File: config.mk
export PLATFORM = sky130hd
export DESIGN_NAME = demux_sel_seq_flat
export DESIGN_NICKNAME = d
export VERILOG_FILES = /design/src/rtl/demux_pkg.sv /design/src/rtl/demux_sel_seq_if.sv /design/src/rtl/demux_next_ch.sv /design/src/rtl/demux_sel_seq.sv /design/src/flat_wrapper.sv
export SDC_FILE = /design/constraint.sdc
export NUM_CORES = 1
export LEC_CHECK = 0
export CORE_AREA = 2 2 57 59
export DETAILED_ROUTE_END_ITERATION = 10
export DIE_AREA = 0 0 59 61
export HOLD_SLACK_MARGIN = 0.02
export MAX_ROUTING_LAYER = met4
export PLACE_DENSITY = 0.84
export REMOVE_ABC_BUFFERS = 1
export SETUP_SLACK_MARGIN = 0.3
export SYNTH_ARGS = -nofsm -noshare
export SYNTH_HDL_FRONTEND = slang
export SYNTH_SLANG_ARGS = --single-unit
export TNS_END_PERCENT = 100
File: constraint.sdc
create_clock -name clk -period 4.56 [get_ports clk]
set_clock_uncertainty 0.1 [all_clocks]
set_input_delay 0.912 -clock clk [delete_from_list [all_inputs] [get_ports clk]]
set_output_delay 0.912 -clock clk [all_outputs]
set_load 0.05 [all_outputs]
File: src/rtl/demux_pkg.sv
// Shared types and constants for the demux select sequencer.
package demux_pkg;

  localparam int unsigned NCH   = 8;
  localparam int unsigned SEL_W = $clog2(NCH);

  typedef enum logic {
    IDLE = 1'b0,
    RUN  = 1'b1
  } state_t;

endpackage

File: src/rtl/demux_sel_seq_if.sv
// Upstream bit handshake plus the demux-facing select/data strobe.
interface demux_sel_seq_if;
  import demux_pkg::*;

  logic             in_valid;
  logic             in_data;
  logic             in_ready;
  logic [SEL_W-1:0] sel;
  logic             d_out;
  logic             d_valid;

  modport master (
    output in_valid, in_data,
    input  in_ready, sel, d_out, d_valid
  );

  modport slave (
    input  in_valid, in_data,
    output in_ready, sel, d_out, d_valid
  );

endinterface

File: src/rtl/demux_next_ch.sv
// Channel search over an enable mask: next enabled index above cur, and lowest enabled index.
module demux_next_ch
  import demux_pkg::*;
(
  input  logic [NCH-1:0]   mask_i,
  input  logic [SEL_W-1:0] cur_i,
  output logic [SEL_W-1:0] nxt_o,
  output logic             wrap_o,
  output logic [SEL_W-1:0] low_o
);

  // Descending scan so the last hit is the lowest qualifying index.
  always_comb begin : next_above
    nxt_o  = '0;
    wrap_o = 1'b1;
    for (int i = NCH - 1; i >= 0; i--) begin
      if (mask_i[i] && (i > int'(cur_i))) begin
        nxt_o  = SEL_W'(i);
        wrap_o = 1'b0;
      end
    end
  end

  // Kept in its own block: the top feeds low_o back into cur_i.
  always_comb begin : lowest_set
    low_o = '0;
    for (int i = NCH - 1; i >= 0; i--) begin
      if (mask_i[i]) begin
        low_o = SEL_W'(i);
      end
    end
  end

endmodule

File: src/rtl/demux_sel_seq.sv
// Round-robin sequencer feeding a 1-to-NCH demux from a serial valid/ready bit stream.
module demux_sel_seq
  import demux_pkg::*;
#(
  parameter int unsigned FRAME_W = 8
) (
  input  logic               clk,
  input  logic               rst,
  input  logic               start,
  input  logic               stop,
  input  logic [NCH-1:0]     ch_mask,
  demux_sel_seq_if.slave     bus,
  output logic               frame_done,
  output logic [FRAME_W-1:0] frame_cnt,
  output logic               busy
);

  state_t             state_q, state_d;
  logic [NCH-1:0]     mask_q, mask_d;
  logic [SEL_W-1:0]   cur_q, cur_d;
  logic               fresh_q, fresh_d;
  logic [SEL_W-1:0]   sel_q, sel_d;
  logic               d_out_q, d_out_d;
  logic               d_valid_q, d_valid_d;
  logic               frame_done_q, frame_done_d;
  logic [FRAME_W-1:0] frame_cnt_q, frame_cnt_d;

  logic [SEL_W-1:0]   eff_cur;
  logic [SEL_W-1:0]   nxt_ch;
  logic [SEL_W-1:0]   low_ch;
  logic               wrap;
  logic               accept;

  // fresh_q marks a newly loaded shadow mask whose first channel is its lowest set bit.
  assign eff_cur = fresh_q ? low_ch : cur_q;

  demux_next_ch u_next_ch (
    .mask_i (mask_q),
    .cur_i  (eff_cur),
    .nxt_o  (nxt_ch),
    .wrap_o (wrap),
    .low_o  (low_ch)
  );

  assign bus.in_ready = (state_q == RUN);
  assign busy         = (state_q == RUN);
  assign accept       = bus.in_valid & bus.in_ready;
  assign bus.sel      = sel_q;
  assign bus.d_out    = d_out_q;
  assign bus.d_valid  = d_valid_q;
  assign frame_done   = frame_done_q;
  assign frame_cnt    = frame_cnt_q;

  always_comb begin : next_state
    state_d      = state_q;
    mask_d       = mask_q;
    cur_d        = cur_q;
    fresh_d      = fresh_q;
    sel_d        = sel_q;
    d_out_d      = d_out_q;
    d_valid_d    = 1'b0;
    frame_done_d = 1'b0;
    frame_cnt_d  = frame_cnt_q;

    unique case (state_q)
      IDLE: begin
        if (start && !stop && (ch_mask != '0)) begin
          mask_d  = ch_mask;
          fresh_d = 1'b1;
          state_d = RUN;
        end
      end
      RUN: begin
        if (accept) begin
          d_valid_d = 1'b1;
          sel_d     = eff_cur;
          d_out_d   = bus.in_data;
          if (wrap) begin
            // Frame boundary: the only point where a live mask change is picked up.
            frame_done_d = 1'b1;
            frame_cnt_d  = frame_cnt_q + FRAME_W'(1);
            mask_d       = ch_mask;
            fresh_d      = 1'b1;
            if (ch_mask == '0) begin
              state_d = IDLE;
            end
          end else begin
            cur_d   = nxt_ch;
            fresh_d = 1'b0;
          end
        end
        if (stop) begin
          state_d = IDLE;
        end
      end
      default: state_d = IDLE;
    endcase
  end

  always_ff @(posedge clk or posedge rst) begin : regs
    if (rst) begin
      state_q      <= IDLE;
      mask_q       <= '0;
      cur_q        <= '0;
      fresh_q      <= 1'b0;
      sel_q        <= '0;
      d_out_q      <= 1'b0;
      d_valid_q    <= 1'b0;
      frame_done_q <= 1'b0;
      frame_cnt_q  <= '0;
    end else begin
      state_q      <= state_d;
      mask_q       <= mask_d;
      cur_q        <= cur_d;
      fresh_q      <= fresh_d;
      sel_q        <= sel_d;
      d_out_q      <= d_out_d;
      d_valid_q    <= d_valid_d;
      frame_done_q <= frame_done_d;
      frame_cnt_q  <= frame_cnt_d;
    end
  end

endmodule
File: src/flat_wrapper.sv
// flat-port wrapper written by rule: the top's interface ports become plain ports
module demux_sel_seq_flat import demux_pkg::*;
#(
  parameter int unsigned FRAME_W = 8
)
  (clk, rst, start, stop, ch_mask, frame_done, frame_cnt, busy, bus_in_valid, bus_in_data, bus_in_ready, bus_sel, bus_d_out, bus_d_valid);
  demux_sel_seq_if bus_i ();
  input  logic clk;
  input  logic rst;
  input  logic start;
  input  logic stop;
  input  logic [NCH-1:0] ch_mask;
  output logic frame_done;
  output logic [FRAME_W-1:0] frame_cnt;
  output logic busy;
  input wire logic [$bits(bus_i.in_valid)-1:0] bus_in_valid;
  input wire logic [$bits(bus_i.in_data)-1:0] bus_in_data;
  output wire logic [$bits(bus_i.in_ready)-1:0] bus_in_ready;
  output wire logic [$bits(bus_i.sel)-1:0] bus_sel;
  output wire logic [$bits(bus_i.d_out)-1:0] bus_d_out;
  output wire logic [$bits(bus_i.d_valid)-1:0] bus_d_valid;
  assign bus_i.in_valid = bus_in_valid;
  assign bus_i.in_data = bus_in_data;
  assign bus_in_ready = bus_i.in_ready;
  assign bus_sel = bus_i.sel;
  assign bus_d_out = bus_i.d_out;
  assign bus_d_valid = bus_i.d_valid;
  demux_sel_seq #(.FRAME_W(FRAME_W)) u_core (.clk(clk), .rst(rst), .start(start), .stop(stop), .ch_mask(ch_mask), .bus(bus_i), .frame_done(frame_done), .frame_cnt(frame_cnt), .busy(busy));
endmodule
==> metrics.cfg, run 1 <==
[drt]
vias=1363
antenna_left=0
drt-total-wl_um=3660
drt-initial-drc-count=57
wl_per_cell_um=16.7
first_pass_iters=4
vias_per_cell=6.22
drc=0

[floorplanning]
fp.dieW_um=59
rows=20
floorplan.initialDensity_pct=54.6
ios=30
dieArea_mm2=0.00360
coreArea_mm2=0.00295
die_h_um=61

[setup_path]
rr_worst_depth=6
worstPathMaxFanout=13
rrSetupSlack_ns=1.42
slowest_delay_ns=0.57
worstSetupPathType=flip-flop to flip-flop
crit_arrival_ns=3.27
cpLargestDelayFamily=compound AO/OA/AOI/OAI gates
r2r-start=u_core.fresh_q$_DFFE_PP0P_
cp_cell_sequence=or3b_4 -> o41ai_4 -> o2111ai_1 -> o311a_2 -> a221o_1 -> mux2_4
worstSetupEndpointType=flip-flop
reg2reg_to=u_core.mask_q[6]$_DFFE_PP0P_
crit_buf_inv=0
critPathRequiredTime_ns=4.69
cp_slowest_cell=o41ai_4
worstSetupStartpointType=flip-flop

[power_and_ir_drop]
peakVddDrop_v=0.000310
power.share.switching_pct=49.1
combPwrFrac_pct=54.8
clockPowerShare_pct=8.7
p_seq_share_pct=36.4
p_per_area_mw_per_mm2=625
p_switching_mw=0.588
finalPower_mw=1.20
p_int_mw=0.610
leakage_nw=0.873

[logic_synthesis]
synth.distinct_cells=45
yosysSeqAreaShare_pct=41.9
yosysWarningCount=0
synth_edf_count=0
syn_inst=161
synth-async-reset-ratio_pct=100
synthFlopType=dfrtp_1
netlist_area_mm2=0.00161
ys_ff_latch=27
avgSynthCellArea_um2=10.0

[layout]
drive_above_1_share_pct=10.8
ff_latch_area_um2=676
layout_commonest_cell=clkdlybuf4s50_1
layout_common_cells=clkdlybuf4s50_1, dfrtp_1, nand2_1
multi_input_area_um2=843
syn2layout_area_growth_pct=19.0
fillCellCount=237
fin_nets=202
diodes=0
final_area_mm2=0.00192

[sta]
tns_ns=0
finalSetupViolCount=0
tightest_slew_ns=1.03
fin_crit_ns=3.14
slew_violations=0
rsz0062_at_grt=no
timing.slew.headroom_pct=31.5
min_period_over_period_pct=68.8
max_freq_mhz=319
finalHoldViolCount=0

[grt]
grt_pass1_vias=1295
overflow=0
grt.met3_usage_pct=3.20
busiest_layer=met2
antenna_found_initial=0
grtUsageTotal_pct=22.8
gr-usage-met1_pct=31.1
gr-usage-met2_pct=33.5
grt_max_degree=28
grt_pass1_wl_um=5930

[cts]
post-cts-setup-buffer-count=0
cts_num_sinks=27
cts_buffers=3
clkTransAtPathRegs_ns=0.14
cts_max_level=1
insertion_delay_ns=0.33
clock_path_buffers=2
cts.repair.resized=0
cts.hold.buffers_added=0
root_buffer=clkbuf_4
cts_tree=built

[outcome]
status=finished, final reports clean

[hold_path]
min-delay-start=u_core.frame_cnt[7]$_DFFE_PP0P_
hold_depth=1
hold_class=flip-flop to flip-flop
min_to=u_core.frame_cnt[7]$_DFFE_PP0P_

[flow_run]
maxCapViolations=0

[place]
dpl_cell_area_mm2=0.00189
dpl.hpwl_um=2770
io_buffers=29
gp_congestion=0.954

==> flip-flops by register name, indices dropped and copies added, names as in the netlist <==
signal	flops
u_core.fresh_q	1
u_core.bus.in_ready	1
u_core.bus.sel	3
u_core.cur_q	3
u_core.frame_cnt	8
u_core.frame_done	1
u_core.bus.d_out	1
u_core.mask_q	8
u_core.bus.d_valid	1
==> cell usage after synthesis, types with 2 or more instances <==
library cell   n  area (um2)
a22oi_1        2        15.0
a31oi_1        5        31.3
nand3_1        4        20.0
a21oi_1       11        55.1
nand4_1        3        18.8
inv_1         11        41.3
a2111oi_2      2        30.0
xor2_1         7        61.3
nor2_1         8        30.0
dfrtp_1       27         676
and3_1         2        12.5
clkbuf_1       3        11.3
nand2_1       13        48.8
a211oi_1       3        22.5
nand2b_1       6        37.5
nor4_1         4        25.0
buf_4          2        15.0
mux2_4         8         120
o21a_1         3        22.5
o31ai_1        2        15.0
a21o_1         3        22.5
buf_6          2        22.5
a221oi_1       2        17.5
a221o_1        2        20.0
o21ai_0        6        30.0
==> power groups by stage <==
stage / logic, mW / clock network [mW] / registers, mW
after global placement: 0.637 / 0 / 0.433
after CTS: 0.651 / 0.104 / 0.431
final: 0.657 / 0.105 / 0.437
after detailed placement: 0.650 / 0 / 0.436
after global routing: 0.712 / 0.113 / 0.446
after floorplan: 0.409 / 0 / 0.490
==> layout make-up <==
type / count / area share (%)
Clock buffer: 3 / 1.17
Clock inverter: 1 / 0.261
Inverter: 11 / 2.15
Multi-Input combinational cell: 115 / 43.9
Sequential cell: 27 / 35.2
Tap cell: 33 / 2.15
Timing Repair Buffer: 29 / 15.1
==> through the flow <==
step	utilization (%)	cells	setup WS [ns]	hold WS [ns]
floorplan	-	153	1.75	0.407
global placement	64.1	215	1.39	0.358
detailed placement	64.1	215	1.28	0.368
CTS	65.0	219	1.48	0.387
global route	65.0	219	1.35	0.410
finish	65.0	219	1.42	0.386
==> worst max-delay path by stage <==
stage                             startpoint                           end  cells past startpoint
2_1_floorplan  u_core.bus.in_ready$_DFF_PP0_  u_core.mask_q[0]$_DFFE_PP0P_                      5
3_3_place_gp                    bus_in_valid  u_core.mask_q[7]$_DFFE_PP0P_                      6
3_5_place_dp                    bus_in_valid  u_core.mask_q[3]$_DFFE_PP0P_                      6
4_1_cts           u_core.fresh_q$_DFFE_PP0P_  u_core.mask_q[6]$_DFFE_PP0P_                      6
5_1_grt           u_core.fresh_q$_DFFE_PP0P_  u_core.mask_q[4]$_DFFE_PP0P_                      6
6_report          u_core.fresh_q$_DFFE_PP0P_  u_core.mask_q[6]$_DFFE_PP0P_                      6
==> per-layer routing <==
metal  part of all wire (%)  wire length [um]
met3                    4.6               169
met2                     47              1720
met4                    1.8                67
met5                      0                 0
met1                     46              1700
==> cells by family (layout without fill, tap and decap cells) <==
logic type | Yosys count | in the layout | share of synthesized area [%]
AO/OA/AOI/OAI | 51 | 51 | 24.4
XOR/XNOR | 7 | 7 | 3.80
adder cells (fa/ha/maj) | 1 | 1 | 0.776
buffers and inverters | 19 | 44 | 5.82
flip-flops | 27 | 27 | 41.9
multiplexers | 9 | 9 | 8.15
AND/OR/NAND/NOR | 47 | 47 | 15.2
No activity file was read; power rests on OpenSTA's default activity.
==> run 2: changes to the inputs <==
Settings changed: CORE_AREA 2 2 57 59 to 2 2 59 61, DIE_AREA 0 0 59 61 to 0 0 61 63, PLACE_DENSITY 0.84 to 0.79.
Clock period 4.56 ns to 3.3 ns, I/O delays scaled along.
==> run 2 against run 1 <==
Worst hold slack worse by 0.0020 ns. Highest routed layer unchanged. Global-route usage decreased by 0.73 points. Flip-flop and latch count is the same. Via count up 4.8%. Maximum frequency rose by 9.1%. Register-to-register slack worse by 1.0 ns. Largest power group unchanged.
==> metrics.cfg, run 2 (synthesis results as in run 1) <==
[power_and_ir_drop]
peakVddDrop_v=0.000358
leakage_nw=0.902
p_per_area_mw_per_mm2=861

[setup_path]
worstSetupPathType=flip-flop to flip-flop
critPathRequiredTime_ns=3.43
worstPathMaxFanout=13
worstSetupStartpointType=flip-flop
crit_arrival_ns=3.00
worstSetupEndpointType=flip-flop

[layout]
final_area_mm2=0.00199
layout_commonest_cell=clkdlybuf4s50_1
drive_above_1_share_pct=14.1
fillCellCount=256
fin_nets=208
diodes=0
syn2layout_area_growth_pct=23.5
layout_common_cells=clkdlybuf4s50_1, dfrtp_1, nand2_1

[drt]
vias_per_cell=6.00
first_pass_iters=4
antenna_left=0
wl_per_cell_um=16.0
vias=1428
drt-total-wl_um=3820
drt-initial-drc-count=89
drc=0

[floorplanning]
rows=21
ios=30
die_h_um=63
floorplan.initialDensity_pct=49.9
dieArea_mm2=0.00384
coreArea_mm2=0.00323
fp.dieW_um=61

[grt]
grtUsageTotal_pct=22.1
grt_pass1_vias=1383
antenna_found_initial=0
overflow=0
grt_pass1_wl_um=6300
grt_max_degree=28

[place]
dpl_cell_area_mm2=0.00194
dp_slack_ns=0.320
io_buffers=29
dpl.hpwl_um=2830
gp_congestion=0.975

[sta]
tightest_slew_ns=0.685
finalHoldViolCount=0
setup_slack_ns=0.426
finalSetupViolCount=0
hold_ws_ns=0.384
tns_ns=0
rsz0062_at_grt=no
slew_violations=0
fin_crit_ns=2.87
timing.slew.headroom_pct=53.9
max_freq_mhz=348
min_period_over_period_pct=87.1

[cts]
root_buffer=clkbuf_4
cts_tree=built
cts_buffers=3
clock_path_buffers=2
cts_max_level=1
clkTransAtPathRegs_ns=0.14
insertion_delay_ns=0.33
cts_num_sinks=27

[hold_path]
hold_class=flip-flop to flip-flop

[flow_run]
maxCapViolations=0

[outcome]
status=finished, final reports clean

-- run 2: cell types whose count changed in the layout (fill, tap and decap cells not counted), sizes merged --
cell / previous run / this run
buf: 0 / 6
clkinv: 1 / 0
clkbuf: 3 / 4
-- run 2: what timing repair did --
action | in CTS | in global routing
hold buffers | 0 | 0
setup endpoints to repair | 0 | 8
gates resized for setup | 0 | 3
buffers inserted | 0 | 2
hold endpoints to repair | 0 | 0
-- run 2: stage by stage --
step                      power [mW]  util, %  cells
final                           1.72     61.6    238
after floorplan                 1.24        -    153
after detailed placement        1.52     60.0    232
after global routing            1.82     61.6    238
after global placement          1.48     60.0    232
after CTS                       1.66     60.8    236
-- run 2: worst paths after layout --
check	from	endpoint	slack, ns	cells past startpoint
hold reg to reg	u_core.frame_cnt[7]$_DFFE_PP0P_	u_core.frame_cnt[7]$_DFFE_PP0P_	0.38	1
hold / removal	u_core.frame_cnt[7]$_DFFE_PP0P_	u_core.frame_cnt[7]$_DFFE_PP0P_	0.38	1
setup reg to reg	u_core.mask_q[7]$_DFFE_PP0P_	u_core.mask_q[7]$_DFFE_PP0P_	0.43	6
max in group asynchronous	rst	u_core.fresh_q$_DFFE_PP0P_	2.26	3
setup / recovery	u_core.mask_q[7]$_DFFE_PP0P_	u_core.mask_q[7]$_DFFE_PP0P_	0.43	6
min in group asynchronous	rst	u_core.cur_q[0]$_DFFE_PP0P_	0.57	3
-- run 2: metal layers --
layer	GRT usage [%]	share of wire, %
met1	28.1	42
met2	34.3	50
met3	2.69	4.4
met4	10.6	3.4
met5	-	0
-- run 2: critical path, cell delays in order, from the launching register on --
cell	delay (ns)
dfrtp_1	0.51
nor4_1	0.66
nor4_1	0.09
nor2_1	0.37
o311a_4	0.35
a221o_2	0.35
mux2_4	0.34
-- run 2: power breakdown --
part	internal (mW)	switching [mW]	leakage [nW]	total, mW
Sequential	0.436	0.167	0.339	0.603
Clock	0.0474	0.0963	0.0150	0.144
Combinational	0.403	0.565	0.548	0.969
Total	0.886	0.829	0.902	1.72
-- run 2: cell type report --
class / count / area, um2 / area share [%]
Inverter: 11 / 41.3 / 2.07
Timing Repair Buffer: 35 / 335 / 16.8
Sequential cell: 27 / 677 / 34.0
Tap cell: 46 / 57.6 / 2.89
Clock buffer: 4 / 26.3 / 1.32
Multi-Input combinational cell: 115 / 855 / 42.9
